<file path="config.mk">
export PLATFORM = sky130hd
export DESIGN_NAME = sd_card_fsm_flat
export DESIGN_NICKNAME = d
export VERILOG_FILES = /design/src/rtl/sd_card_fsm_if.sv /design/src/rtl/sd_card_fsm.sv /design/src/flat_wrapper.sv
export SDC_FILE = /design/constraint.sdc
export NUM_CORES = 1
export LEC_CHECK = 0
export CAP_MARGIN = 20
export CORE_UTILIZATION = 40
export DETAILED_ROUTE_END_ITERATION = 8
export PLACE_DENSITY = 0.78
export SETUP_SLACK_MARGIN = 0.5
export SLEW_MARGIN = 20
export SYNTH_ARGS = -nofsm -noshare
export SYNTH_HDL_FRONTEND = slang
export SYNTH_SLANG_ARGS = --single-unit
</file>
<file path="constraint.sdc">
create_clock -name iclk -period 2.39 [get_ports iclk]
set_input_delay 0.239 -clock iclk [delete_from_list [all_inputs] [get_ports iclk]]
set_output_delay 0.239 -clock iclk [all_outputs]
set_load 0.005 [all_outputs]
</file>
<file path="src/rtl/sd_card_fsm_if.sv">
// Command-layer bus between the card command receiver, response transmitter,
// card data engines and the sd_card_fsm responder.
interface sd_card_fsm_if;
  logic         icmd_valid;
  logic         icrc_err;
  logic [5:0]   icmd_index;
  logic [31:0]  icmd_arg;
  logic         iread_done;
  logic         ibusy;
  logic         oresp_start;
  logic [2:0]   oresp_type;
  logic [5:0]   oresp_index;
  logic [119:0] oresp_payload;
  logic         ostart_tx_d;
  logic         ostart_rx_d;
  logic         ostop_d;
  logic [31:0]  oblk_addr;
  logic [3:0]   ocard_state;

  modport slave (
    input  icmd_valid, icrc_err, icmd_index, icmd_arg, iread_done, ibusy,
    output oresp_start, oresp_type, oresp_index, oresp_payload,
           ostart_tx_d, ostart_rx_d, ostop_d, oblk_addr, ocard_state
  );

  modport master (
    output icmd_valid, icrc_err, icmd_index, icmd_arg, iread_done, ibusy,
    input  oresp_start, oresp_type, oresp_index, oresp_payload,
           ostart_tx_d, ostart_rx_d, ostop_d, oblk_addr, ocard_state
  );
endinterface

</file>
<file path="src/rtl/sd_card_fsm.sv">
// Card-side SD command-layer responder: card state machine, RCA, APP_CMD and status.
// Define SD_CARD_LEGACY_EN for a standard-capacity card (byte addressing, OCR[30]=0).
//
// state | meaning
// IDLE  | after power-up or CMD0, waiting for ACMD41 to complete
// READY | power-up done, waiting for CMD2
// IDENT | CID sent, waiting for CMD3
// STBY  | addressed, deselected
// TRAN  | selected, ready for data commands
// DATA  | card sending data to host
// RCV   | card receiving data from host
// PRG   | programming, waiting for busy to drop
// INA   | inactive, only CMD0 leaves
module sd_card_fsm #(
  parameter logic [15:0]  RCA             = 16'h1234,
  parameter logic [119:0] CID             = 120'h0,
  parameter logic [119:0] CSD             = 120'h0,
  parameter int unsigned  OCR_DELAY       = 3,
  parameter logic [31:0]  CAPACITY_BLOCKS = 32'd2048
) (
  input logic          iclk,
  input logic          irst,
  sd_card_fsm_if.slave bus
);

  typedef enum logic [3:0] {
    S_IDLE  = 4'd0,
    S_READY = 4'd1,
    S_IDENT = 4'd2,
    S_STBY  = 4'd3,
    S_TRAN  = 4'd4,
    S_DATA  = 4'd5,
    S_RCV   = 4'd6,
    S_PRG   = 4'd7,
    S_INA   = 4'd9
  } state_t;

  localparam logic [2:0] RT_R1 = 3'd1;
  localparam logic [2:0] RT_R2 = 3'd2;
  localparam logic [2:0] RT_R3 = 3'd3;
  localparam logic [2:0] RT_R6 = 3'd6;
  localparam logic [2:0] RT_R7 = 3'd7;

`ifdef SD_CARD_LEGACY_EN
  localparam logic OCR_CCS = 1'b0;
`else
  localparam logic OCR_CCS = 1'b1;
`endif

  state_t         state, state_n;
  logic           app, app_n;
  logic           oor, oor_n, aerr, aerr_n, crc, crc_n, ill, ill_n;
  logic [3:0]     cnt, cnt_n;
  logic [15:0]    rca, rca_n;
  logic           resp_start, resp_start_n;
  logic [2:0]     resp_type, resp_type_n;
  logic [5:0]     resp_index, resp_index_n;
  logic [119:0]   resp_payload, resp_payload_n;
  logic           tx, tx_n, rx, rx_n, stop, stop_n;
  logic [31:0]    blk, blk_n;

  logic           legal, app_after, send_r1, send_r6, ready, rca_match;
  logic           addr_bad, range_bad;
  logic [3:0]     cnt_inc;
  logic [31:0]    addr_blk, status;

  always_ff @(posedge iclk or posedge irst) begin
    if (irst) begin
      state        <= S_IDLE;
      app          <= 1'b0;
      oor          <= 1'b0;
      aerr         <= 1'b0;
      crc          <= 1'b0;
      ill          <= 1'b0;
      cnt          <= 4'd0;
      rca          <= 16'd0;
      resp_start   <= 1'b0;
      resp_type    <= 3'd0;
      resp_index   <= 6'd0;
      resp_payload <= 120'd0;
      tx           <= 1'b0;
      rx           <= 1'b0;
      stop         <= 1'b0;
      blk          <= 32'd0;
    end else begin
      state        <= state_n;
      app          <= app_n;
      oor          <= oor_n;
      aerr         <= aerr_n;
      crc          <= crc_n;
      ill          <= ill_n;
      cnt          <= cnt_n;
      rca          <= rca_n;
      resp_start   <= resp_start_n;
      resp_type    <= resp_type_n;
      resp_index   <= resp_index_n;
      resp_payload <= resp_payload_n;
      tx           <= tx_n;
      rx           <= rx_n;
      stop         <= stop_n;
      blk          <= blk_n;
    end
  end

  always_comb begin
    state_n        = state;
    app_n          = app;
    oor_n          = oor;
    aerr_n         = aerr;
    crc_n          = crc;
    ill_n          = ill;
    cnt_n          = cnt;
    rca_n          = rca;
    resp_start_n   = 1'b0;
    resp_type_n    = resp_type;
    resp_index_n   = resp_index;
    resp_payload_n = resp_payload;
    tx_n           = 1'b0;
    rx_n           = 1'b0;
    stop_n         = 1'b0;
    blk_n          = blk;
    legal          = 1'b1;
    app_after      = 1'b0;
    send_r1        = 1'b0;
    send_r6        = 1'b0;
    ready          = 1'b0;
    status         = 32'd0;
    cnt_inc        = (cnt == 4'hF) ? cnt : cnt + 4'd1;
    rca_match      = (bus.icmd_arg[31:16] == rca);
`ifdef SD_CARD_LEGACY_EN
    addr_blk       = {9'd0, bus.icmd_arg[31:9]};
    addr_bad       = |bus.icmd_arg[8:0];
`else
    addr_blk       = bus.icmd_arg;
    addr_bad       = 1'b0;
`endif
    range_bad      = (addr_blk >= CAPACITY_BLOCKS);

    // Autonomous exits; any command-driven transition below takes priority.
    if (state == S_PRG && !bus.ibusy)
      state_n = S_TRAN;
    else if (state == S_DATA && bus.iread_done)
      state_n = S_TRAN;

    if (bus.icrc_err) begin
      crc_n = 1'b1;
      app_n = 1'b0;
    end else if (bus.icmd_valid && bus.icmd_index == 6'd0) begin
      state_n = S_IDLE;
      app_n   = 1'b0;
      oor_n   = 1'b0;
      aerr_n  = 1'b0;
      crc_n   = 1'b0;
      ill_n   = 1'b0;
      cnt_n   = 4'd0;
      rca_n   = 16'd0;
    end else if (bus.icmd_valid) begin
      if (state == S_INA || (state == S_PRG && bus.icmd_index != 6'd13)) begin
        legal = 1'b0;
      end else begin
        case (bus.icmd_index)
          6'd8: begin
            if (state == S_IDLE) begin
              resp_start_n   = 1'b1;
              resp_type_n    = RT_R7;
              resp_index_n   = 6'd8;
              resp_payload_n = {88'd0, 20'd0, 4'h1, bus.icmd_arg[7:0]};
            end else legal = 1'b0;
          end
          6'd55: begin
            app_after = 1'b1;
            send_r1   = 1'b1;
          end
          6'd41: begin
            if (app && (state == S_IDLE || state == S_READY)) begin
              cnt_n          = cnt_inc;
              ready          = ({28'd0, cnt_inc} >= 32'(OCR_DELAY));
              resp_start_n   = 1'b1;
              resp_type_n    = RT_R3;
              resp_index_n   = 6'h3F;
              resp_payload_n = {88'd0, ready, OCR_CCS, 30'h00FF8000};
              if (ready) state_n = S_READY;
            end else legal = 1'b0;
          end
          6'd2: begin
            if (state == S_READY) begin
              resp_start_n   = 1'b1;
              resp_type_n    = RT_R2;
              resp_index_n   = 6'h3F;
              resp_payload_n = CID;
              state_n        = S_IDENT;
            end else legal = 1'b0;
          end
          6'd3: begin
            if (state == S_IDENT || state == S_STBY) begin
              rca_n   = RCA;
              send_r6 = 1'b1;
              state_n = S_STBY;
            end else legal = 1'b0;
          end
          6'd9: begin
            if (state == S_STBY && rca_match) begin
              resp_start_n   = 1'b1;
              resp_type_n    = RT_R2;
              resp_index_n   = 6'h3F;
              resp_payload_n = CSD;
            end else legal = 1'b0;
          end
          6'd7: begin
            if (state == S_STBY && rca_match) begin
              send_r1 = 1'b1;
              state_n = S_TRAN;
            end else if (state == S_TRAN && !rca_match) begin
              state_n = S_STBY;
            end else legal = 1'b0;
          end
          6'd6: begin
            if (state == S_TRAN) begin
              send_r1 = 1'b1;
              tx_n    = 1'b1;
              state_n = S_DATA;
            end else legal = 1'b0;
          end
          6'd23: begin
            if (app && state == S_TRAN) send_r1 = 1'b1;
            else legal = 1'b0;
          end
          6'd13: begin
            if (rca_match && state >= S_STBY && state <= S_PRG) send_r1 = 1'b1;
            else legal = 1'b0;
          end
          6'd18, 6'd25: begin
            if (state == S_TRAN) begin
              send_r1 = 1'b1;
              blk_n   = addr_blk;
              if (addr_bad)  aerr_n = 1'b1;
              if (range_bad) oor_n  = 1'b1;
              if (!addr_bad && !range_bad) begin
                if (bus.icmd_index == 6'd18) begin
                  tx_n    = 1'b1;
                  state_n = S_DATA;
                end else begin
                  rx_n    = 1'b1;
                  state_n = S_RCV;
                end
              end
            end else legal = 1'b0;
          end
          6'd12: begin
            if (state == S_DATA) begin
              send_r1 = 1'b1;
              stop_n  = 1'b1;
              state_n = S_TRAN;
            end else if (state == S_RCV) begin
              send_r1 = 1'b1;
              stop_n  = 1'b1;
              state_n = S_PRG;
            end else legal = 1'b0;
          end
          6'd15: begin
            if (rca_match && state != S_IDLE) state_n = S_INA;
            else legal = 1'b0;
          end
          default: legal = 1'b0;
        endcase
      end

      if (!legal) ill_n = 1'b1;
      app_n  = app_after;
      // Errors raised by this very command are reported in its own response.
      status = {oor_n, aerr_n, 6'd0, crc_n, ill_n, 9'd0, 4'(state), ~bus.ibusy,
                2'd0, app_after, 5'd0};
      if (send_r1) begin
        resp_start_n   = 1'b1;
        resp_type_n    = RT_R1;
        resp_index_n   = bus.icmd_index;
        resp_payload_n = {88'd0, status};
        oor_n          = 1'b0;
        aerr_n         = 1'b0;
        crc_n          = 1'b0;
        ill_n          = 1'b0;
      end
      if (send_r6) begin
        resp_start_n   = 1'b1;
        resp_type_n    = RT_R6;
        resp_index_n   = 6'd3;
        resp_payload_n = {88'd0, RCA, status[23], status[22], status[19], status[12:0]};
        crc_n          = 1'b0;
        ill_n          = 1'b0;
      end
    end
  end

  assign bus.oresp_start   = resp_start;
  assign bus.oresp_type    = resp_type;
  assign bus.oresp_index   = resp_index;
  assign bus.oresp_payload = resp_payload;
  assign bus.ostart_tx_d   = tx;
  assign bus.ostart_rx_d   = rx;
  assign bus.ostop_d       = stop;
  assign bus.oblk_addr     = blk;
  assign bus.ocard_state   = state;

endmodule

</file>
<file path="src/flat_wrapper.sv">
// flat-port wrapper written by rule: the top's interface ports become plain ports
module sd_card_fsm_flat 
#(
  parameter logic [15:0]  RCA             = 16'h1234,
  parameter logic [119:0] CID             = 120'h0,
  parameter logic [119:0] CSD             = 120'h0,
  parameter int unsigned  OCR_DELAY       = 3,
  parameter logic [31:0]  CAPACITY_BLOCKS = 32'd2048
)
  (iclk, irst, bus_icmd_valid, bus_icrc_err, bus_icmd_index, bus_icmd_arg, bus_iread_done, bus_ibusy, bus_oresp_start, bus_oresp_type, bus_oresp_index, bus_oresp_payload, bus_ostart_tx_d, bus_ostart_rx_d, bus_ostop_d, bus_oblk_addr, bus_ocard_state);
  sd_card_fsm_if bus_i ();
  input logic iclk;
  input logic irst;
  input wire logic [$bits(bus_i.icmd_valid)-1:0] bus_icmd_valid;
  input wire logic [$bits(bus_i.icrc_err)-1:0] bus_icrc_err;
  input wire logic [$bits(bus_i.icmd_index)-1:0] bus_icmd_index;
  input wire logic [$bits(bus_i.icmd_arg)-1:0] bus_icmd_arg;
  input wire logic [$bits(bus_i.iread_done)-1:0] bus_iread_done;
  input wire logic [$bits(bus_i.ibusy)-1:0] bus_ibusy;
  output wire logic [$bits(bus_i.oresp_start)-1:0] bus_oresp_start;
  output wire logic [$bits(bus_i.oresp_type)-1:0] bus_oresp_type;
  output wire logic [$bits(bus_i.oresp_index)-1:0] bus_oresp_index;
  output wire logic [$bits(bus_i.oresp_payload)-1:0] bus_oresp_payload;
  output wire logic [$bits(bus_i.ostart_tx_d)-1:0] bus_ostart_tx_d;
  output wire logic [$bits(bus_i.ostart_rx_d)-1:0] bus_ostart_rx_d;
  output wire logic [$bits(bus_i.ostop_d)-1:0] bus_ostop_d;
  output wire logic [$bits(bus_i.oblk_addr)-1:0] bus_oblk_addr;
  output wire logic [$bits(bus_i.ocard_state)-1:0] bus_ocard_state;
  assign bus_i.icmd_valid = bus_icmd_valid;
  assign bus_i.icrc_err = bus_icrc_err;
  assign bus_i.icmd_index = bus_icmd_index;
  assign bus_i.icmd_arg = bus_icmd_arg;
  assign bus_i.iread_done = bus_iread_done;
  assign bus_i.ibusy = bus_ibusy;
  assign bus_oresp_start = bus_i.oresp_start;
  assign bus_oresp_type = bus_i.oresp_type;
  assign bus_oresp_index = bus_i.oresp_index;
  assign bus_oresp_payload = bus_i.oresp_payload;
  assign bus_ostart_tx_d = bus_i.ostart_tx_d;
  assign bus_ostart_rx_d = bus_i.ostart_rx_d;
  assign bus_ostop_d = bus_i.ostop_d;
  assign bus_oblk_addr = bus_i.oblk_addr;
  assign bus_ocard_state = bus_i.ocard_state;
  sd_card_fsm #(.RCA(RCA), .CID(CID), .CSD(CSD), .OCR_DELAY(OCR_DELAY), .CAPACITY_BLOCKS(CAPACITY_BLOCKS)) u_core (.iclk(iclk), .irst(irst), .bus(bus_i));
endmodule
</file>
# Word level (Yosys, flattened, before mapping)
# Index checks and enable logic that the tools add are counted.
[op_classes]
eq_ne = 31
n_bitwise = 4
magnitude_cmp = 4
muxes = 135
addsub = 1
reduce_logical = 37
[op_table]
columns = ["cell", "n"]
rows = [
  ["120-bit 2-to-1 mux", 7],
  ["120-bit case mux with 4 select lines", 1],
  ["4-bit 2-to-1 mux", 24],
  ["16-bit 2-to-1 mux", 5],
  ["1-bit 2-to-1 mux", 76],
  ["6-bit 2-to-1 mux", 7],
  ["32-bit by 12-bit greater-or-equal comparator with 1-bit output (second input constant)", 1],
  ["4-bit case mux with 8 select lines", 1],
  ["6-bit by 4-bit == test with 1-bit output (second input constant)", 5],
  ["6-bit case mux with 4 select lines", 1],
  ["3-bit 2-to-1 mux", 7],
  ["6-bit by 5-bit == test with 1-bit output (second input constant)", 3],
  ["16-bit == test", 1],
  ["4-bit by 3-bit == test with 1-bit output (second input constant)", 4],
  ["4-bit by 1-bit != test with 1-bit output (second input constant)", 4],
  ["6-bit by 2-bit == test with 1-bit output (second input constant)", 2],
  ["6-bit by 3-bit == test with 1-bit output (second input constant)", 2],
  ["6-bit == test (second input constant)", 2],
  ["1-bit case mux with 12 select lines", 1],
  ["3-bit case mux with 4 select lines", 1],
  ["2-bit nonzero test", 6],
  ["1-bit logical AND", 11],
  ["5-bit AND reduction", 2],
  ["9-bit AND reduction", 1],
  ["other kinds (26)", 37],
]
[word_totals]
elab_cells = 228
regBits = 194
in_bits = 44

# Logic depth before layout (Yosys ltp)
[logic_depth]
ltp_word = 15
ltp_mapped = 11
mapped_depth_nobuf = 8

# Worst setup path before layout
# OpenSTA, ideal clock, no wires.
[synth_timing]
path_type = "input to register"
startpoint = "in bus_icmd_index[1]"
endpoint = "reg u_core.resp_index[0], in the netlist u_core.bus.oresp_index[0]"
setup_slack_ns = -0.242
t_arrival_ns = 2.505
t_required_ns = 2.263
stages = 10
setup_time_ns = 0.127
cell_sequence = "buf_2 > or4_1 > or4_1 > nand2_1 > a211o_2 > and2_4 > o31ai_4 > inv_4 > buf_6 > mux2_1"
[synth_between]
elab_chain_cells = 9
word_cells_on_any_way = 41
classes_between = "eq/ne (19); mux (14); bitwise (1); reduce/logical (7)"
[synth_lines]
columns = ["item", "line_no", "text"]
rows = [
  ["start: declaration", "flat_wrapper.sv:16", "input wire logic [$bits(bus_i.icmd_index)-1:0] bus_icmd_index;"],
  ["6-bit by 3-bit == test with 1-bit output (tied with other cells)", "sd_card_fsm.sv:161", "case (bus.icmd_index)"],
  ["3-bit OR reduction (no line) or 1-bit logical AND (tied branches)", "-", ""],
  ["1-bit case mux with 6 select lines or 1-bit logical OR (tied branches)", "sd_card_fsm.sv:161, sd_card_fsm.sv:158", ""],
  ["1-bit 2-to-1 mux", "sd_card_fsm.sv:158", "if (state == S_INA || (state == S_PRG && bus.icmd_index != 6'd13)) begin"],
  ["1-bit 2-to-1 mux", "sd_card_fsm.sv:157", "end else if (bus.icmd_valid) begin"],
  ["1-bit 2-to-1 mux", "sd_card_fsm.sv:148", "end else if (bus.icmd_valid && bus.icmd_index == 6'd0) begin"],
  ["1-bit 2-to-1 mux", "sd_card_fsm.sv:145", "if (bus.icrc_err) begin"],
  ["4-bit by 1-bit != test with 1-bit output (no line) (tied with other cells)", "-", ""],
  ["9-bit AND reduction (no line) or 6-bit 2-to-1 mux (tied branches)", "-", ""],
  ["end signal: assignment", "sd_card_fsm.sv:96", "resp_index <= resp_index_n;"],
  ["end: declaration", "sd_card_fsm.sv:57", "logic [5:0] resp_index, resp_index_n;"],
]
# Several ways; a longest one is shown, not always the timed one. The select of a mux whose other input is x is not followed.
# A chain may end at the register's enable or synchronous reset.

# Worst setup path after layout
[layout_timing]
startpoint = "reg u_core.state[2], in the netlist u_core.bus.ocard_state[2]"
endpoint = "reg u_core.resp_payload[31], in the netlist u_core.bus.oresp_payload[31]"
[layout_between]
elab_chain_cells = 11
word_cells_on_any_way = 49
classes_between = "order compare (2); eq/ne (13); mux (22); reduce/logical (12)"
[layout_lines]
columns = ["item", "line_no", "text"]
rows = [
  ["start: declaration", "sd_card_fsm.sv:50", "state_t state, state_n;"],
  ["start signal: assignment", "sd_card_fsm.sv:86", "state <= state_n;"],
  ["4-bit by 2-bit greater-or-equal comparator with 1-bit output", "sd_card_fsm.sv:229", "if (rca_match && state >= S_STBY && state <= S_PRG) send_r1 = 1'b1;"],
  ["1-bit logical AND (2 in a row)", "sd_card_fsm.sv:229", ""],
  ["1-bit 2-to-1 mux", "sd_card_fsm.sv:229", ""],
  ["1-bit case mux with 6 select lines", "sd_card_fsm.sv:161", ""],
  ["1-bit 2-to-1 mux", "sd_card_fsm.sv:158", ""],
  ["1-bit 2-to-1 mux", "sd_card_fsm.sv:157", ""],
  ["1-bit 2-to-1 mux", "sd_card_fsm.sv:148", ""],
  ["1-bit 2-to-1 mux", "sd_card_fsm.sv:145", ""],
  ["4-bit by 1-bit != test with 1-bit output (no line) (tied with other cells)", "-", ""],
  ["9-bit AND reduction (no line) or 120-bit 2-to-1 mux (tied branches)", "-", ""],
  ["end signal: assignment", "sd_card_fsm.sv:97", "resp_payload <= resp_payload_n;"],
  ["end: declaration", "sd_card_fsm.sv:58", "logic [119:0] resp_payload, resp_payload_n;"],
]
# Several ways; a longest one is shown, not always the timed one. The select of a mux whose other input is x is not followed.

==> summary.json <==
{
  "status": "finished with violations",
  "violations": "setup timing",
  "filler_cell_count": 971,
  "gr-usage-met3_pct": 3.944,
  "leak_nw": 3.925,
  "synth.top_cells.by_area": "sky130_fd_sc_hd__dfrtp_1 (38%), sky130_fd_sc_hd__buf_4 (14%), sky130_fd_sc_hd__mux2_4 (8.6%), sky130_fd_sc_hd__o21ai_0 (3.2%), sky130_fd_sc_hd__nor2_1 (2.3%)",
  "grt_max_degree": 80,
  "slew_headroom_pct": 66.73,
  "drtPass1Iterations": 5,
  "grt_use_total_pct": 24.73,
  "tritoncts": "done",
  "power.total_w": 0.003673,
  "top_usage_layer": "met2",
  "tritoncts_num_sinks": 79,
  "viasPerCell": 5.129,
  "grt_util_met2_pct": 43.55,
  "synth_cell_types": 65,
  "start_util_pct": 41.34,
  "final.min_clock_period_ns": 2.513,
  "worst_ir_drop_vdd_mv": 0.2853,
  "syn_area_per_cell_um2": 9.648,
  "power-per-cell-area_nw_per_um2": 446.1,
  "drt-total-wl_mm": 17.14,
  "fin_nets": 834,
  "synth.yosys.warnings": 0,
  "post-route-period-util_pct": 105.2,
  "rsz0062_at_grt": "yes",
  "worstPathArrival_ns": 2.74,
  "crit_path_frequent_cell": "sky130_fd_sc_hd__buf_6",
  "antenna_cells": 0,
  "final_critical_path_setup_slack_ns": -0.1232,
  "critPathCaptureType": "flip-flop",
  "routed_wl_per_cell_um": 17.74,
  "floorplan.die_area_um2": 13560,
  "mostFrequentLayoutCell": "sky130_fd_sc_hd__buf_4",
  "cp-start-kind": "flip-flop",
  "gpl.final_weighted_congestion": 0.9249,
  "synth_compound_area_share_pct": 14.93,
  "timing.critical_path.max_delay_family": "compound AO/OA/AOI/OAI gates",
  "worst_path_max_delay_cell": "sky130_fd_sc_hd__dfrtp_2",
  "report.final.slew_viol_count": 0,
  "synth-simple-area-share_pct": 15.91,
  "post-route-util_pct": 64.98,
  "synthesized_area_fraction_occupied_by_adder_cells_pct": 0.2388,
  "drive_gt1_share_pct": 38.29,
  "drcViolationCount": 0,
  "fmax_mhz": 397.9,
  "clk_pin_slew_worst_paths_ns": 0.06,
  "min-delay-path-class": "input pin to flip-flop",
  "yosysTopAreaCellShare_pct": 37.74,
  "combinational_family_with_the_most_area_after_synthesis": "buffers and inverters",
  "setup-violations-final": 35,
  "finalClockSkew_ns": 0.006863,
  "post-synth-top-area-cell": "sky130_fd_sc_hd__dfrtp_1",
  "worst-setup-path-type": "flip-flop to flip-flop",
  "antenna_found_initial": 0,
  "std_cell_rows": 41,
  "gr-usage-met1_pct": 30.57,
  "worstPathMaxFanout": 8,
  "drt.antenna.violating_nets": 0,
  "synth_xor_area_share_pct": 0.1672,
  "postSynthCellCount": 543,
  "place_hpwl_mm": 12.16,
  "max-cap-violations": 0,
  "max-clock-path-buffers": 2,
  "ctsHoldBuffers": 0,
  "crit_path_max_incr_delay_ns": 0.42,
  "detailedRoute.firstIterationViolations": 399,
  "critical_path.cell_chain": "buf_12, buf_6, a21oi_2, and3b_1, a211o_2, and2_4, o31ai_4, clkinvlp_4, buf_6, mux2_4",
  "design.portCount": 213,
  "die_w_um": 116.4,
  "postSynth.topFlopCell": "sky130_fd_sc_hd__dfrtp_1",
  "worst_ep_required_time_ns": 2.61,
  "synth-edff-count": 0,
  "ys_seq_area_share_pct": 37.74,
  "via_count_of_the_first_global_routing_pass": 4739,
  "core-area_um2": 12670,
  "grt_remaining_overflow": 0,
  "buffer_ports.inserted": 119,
  "critical_path_buf_inv_count": 4,
  "netlist_area_um2": 5239,
  "num_vias": 4955,
  "grt_first_pass_wirelength_mm": 25.30,
  "number_of_synthesized_register_bits": 79,
  "mostFrequentLayoutCells": "sky130_fd_sc_hd__buf_4 (113), sky130_fd_sc_hd__conb_1 (93), sky130_fd_sc_hd__clkdlybuf4s50_1 (93), sky130_fd_sc_hd__dfrtp_1 (74), sky130_fd_sc_hd__mux2_4 (37)",
  "htree_levels": 3,
  "clk-insertion-delay-late_ns": 0.34,
  "cts_root_buffer": "sky130_fd_sc_hd__clkbuf_16",
  "worst_slew_pin_slew_ns": 0.4958,
  "area.growth.synth_to_final_pct": 57.18,
  "hold_viol_final": 0,
  "cts-buffers-inserted": 9,
  "synth.mux.area_fraction_pct": 11.92,
  "ys_async_sr_fraction_pct": 100.0,
  "die_height_um": 116.4
}
[worst reg2reg max path: cells and delay by family, from the launching register on]
family | cells | cell delay (ns)
compound gates | 3 | 0.74
buf+inv | 4 | 0.57
flops | 1 | 0.42
simple gates | 2 | 0.36
mux | 1 | 0.30
[Yosys cell counts (8+ instances only)]
library cell,count
sky130_fd_sc_hd__a21oi_1,23
sky130_fd_sc_hd__a31oi_1,8
sky130_fd_sc_hd__buf_4,99
sky130_fd_sc_hd__clkbuf_1,17
sky130_fd_sc_hd__dfrtp_1,79
sky130_fd_sc_hd__inv_1,20
sky130_fd_sc_hd__mux2_4,30
sky130_fd_sc_hd__nand2_1,25
sky130_fd_sc_hd__nand2b_1,11
sky130_fd_sc_hd__nand4_1,9
sky130_fd_sc_hd__nor2_1,32
sky130_fd_sc_hd__nor2b_1,10
sky130_fd_sc_hd__nor3_1,11
sky130_fd_sc_hd__o21ai_0,34
[cells by family (layout without fill, tap and decap cells)]
logic type | Yosys count | count (layout)
AOI/OAI and AO/OA | 115 | 115
DFF | 79 | 79
muxes | 46 | 46
adders and majority gates | 1 | 1
buffers and inverters | 150 | 309
xor gates and xnor gates | 1 | 1
other | 1 | 93
and+or+nand+nor | 150 | 150
[path summary, 6_finish.rpt]
| path | end | cells past startpoint | slack, ns | start |
|---|---|---|---|---|
| setup reg to reg | u_core.bus.oresp_payload[31] | 10 | -0.12 | u_core.bus.ocard_state[2] |
| max in group asynchronous | u_core.bus.ocard_state[0] | 3 | 1.65 | irst |
| hold / removal | u_core.bus.oblk_addr[14] | 2 | 0.21 | bus_icmd_arg[14] |
| min in group asynchronous | u_core.bus.oblk_addr[7] | 3 | 0.36 | irst |
| setup / recovery | u_core.bus.oresp_payload[31] | 10 | -0.12 | u_core.bus.ocard_state[2] |
| hold reg to reg | u_core.bus.oblk_addr[29] | 1 | 0.50 | u_core.bus.oblk_addr[29] |
[metal layers]
metal | vias to the layer above | wire [um]
met5 | - | 0
li1 | 2229 | -
met1 | 2429 | 6952
met3 | 31 | 1263
met4 | 0 | 369
met2 | 266 | 8550
[where the power goes]
part           switching (W)  total (W)  internal [W]  leakage, nW
Combinational       0.000335   0.000777      0.000442         2.74
Clock               0.000538    0.00138      0.000841        0.143
Sequential         0.0000731    0.00152       0.00144         1.04
[per-stage QoR]
step                      TNS (ns)  hold WS, ns  cell area, um2  worst slack (ns)  std cells
final                       -2.220       0.2060            8234           -0.1232        966
after global routing        -5.934       0.2139            8234           -0.2078        966
after CTS                   -2.621       0.2330            7836          -0.09683        950
after detailed placement    -30.54       0.4945            7059           -0.5388        913
after global placement      -27.78       0.4794            7059           -0.4818        913
after floorplan            -0.9936       0.3313            5747          -0.03972        635
[timing repair]
action,CTS,global route
resized for setup,120,58
endpoints found under the hold margin,0,0
pin swaps,20,29
setup endpoints to repair,78,78
buffers inserted,18,15
cloned,3,1
[state kept, by name, indices dropped and copies added, names as in the netlist, 3 cells and up]
signal / count
u_core.bus.oblk_addr: 32
u_core.bus.ocard_state: 4
u_core.bus.oresp_index: 6
u_core.bus.oresp_payload: 21
u_core.bus.oresp_type: 3
u_core.cnt: 4
[final cells by class]
cell class	instances	area (um2)	share of cell area, %
Sequential cell	79	1983	24.08
Clock inverter	4	55.05	0.6686
Tap cell	172	215.2	2.614
Clock buffer	12	246.5	2.993
Timing Repair Buffer	271	2572	31.24
Inverter	21	87.58	1.064
Timing Repair inverter	1	7.507	0.09117
Multi-Input combinational cell	406	3067	37.24
No activity file was read; power rests on OpenSTA's default activity.
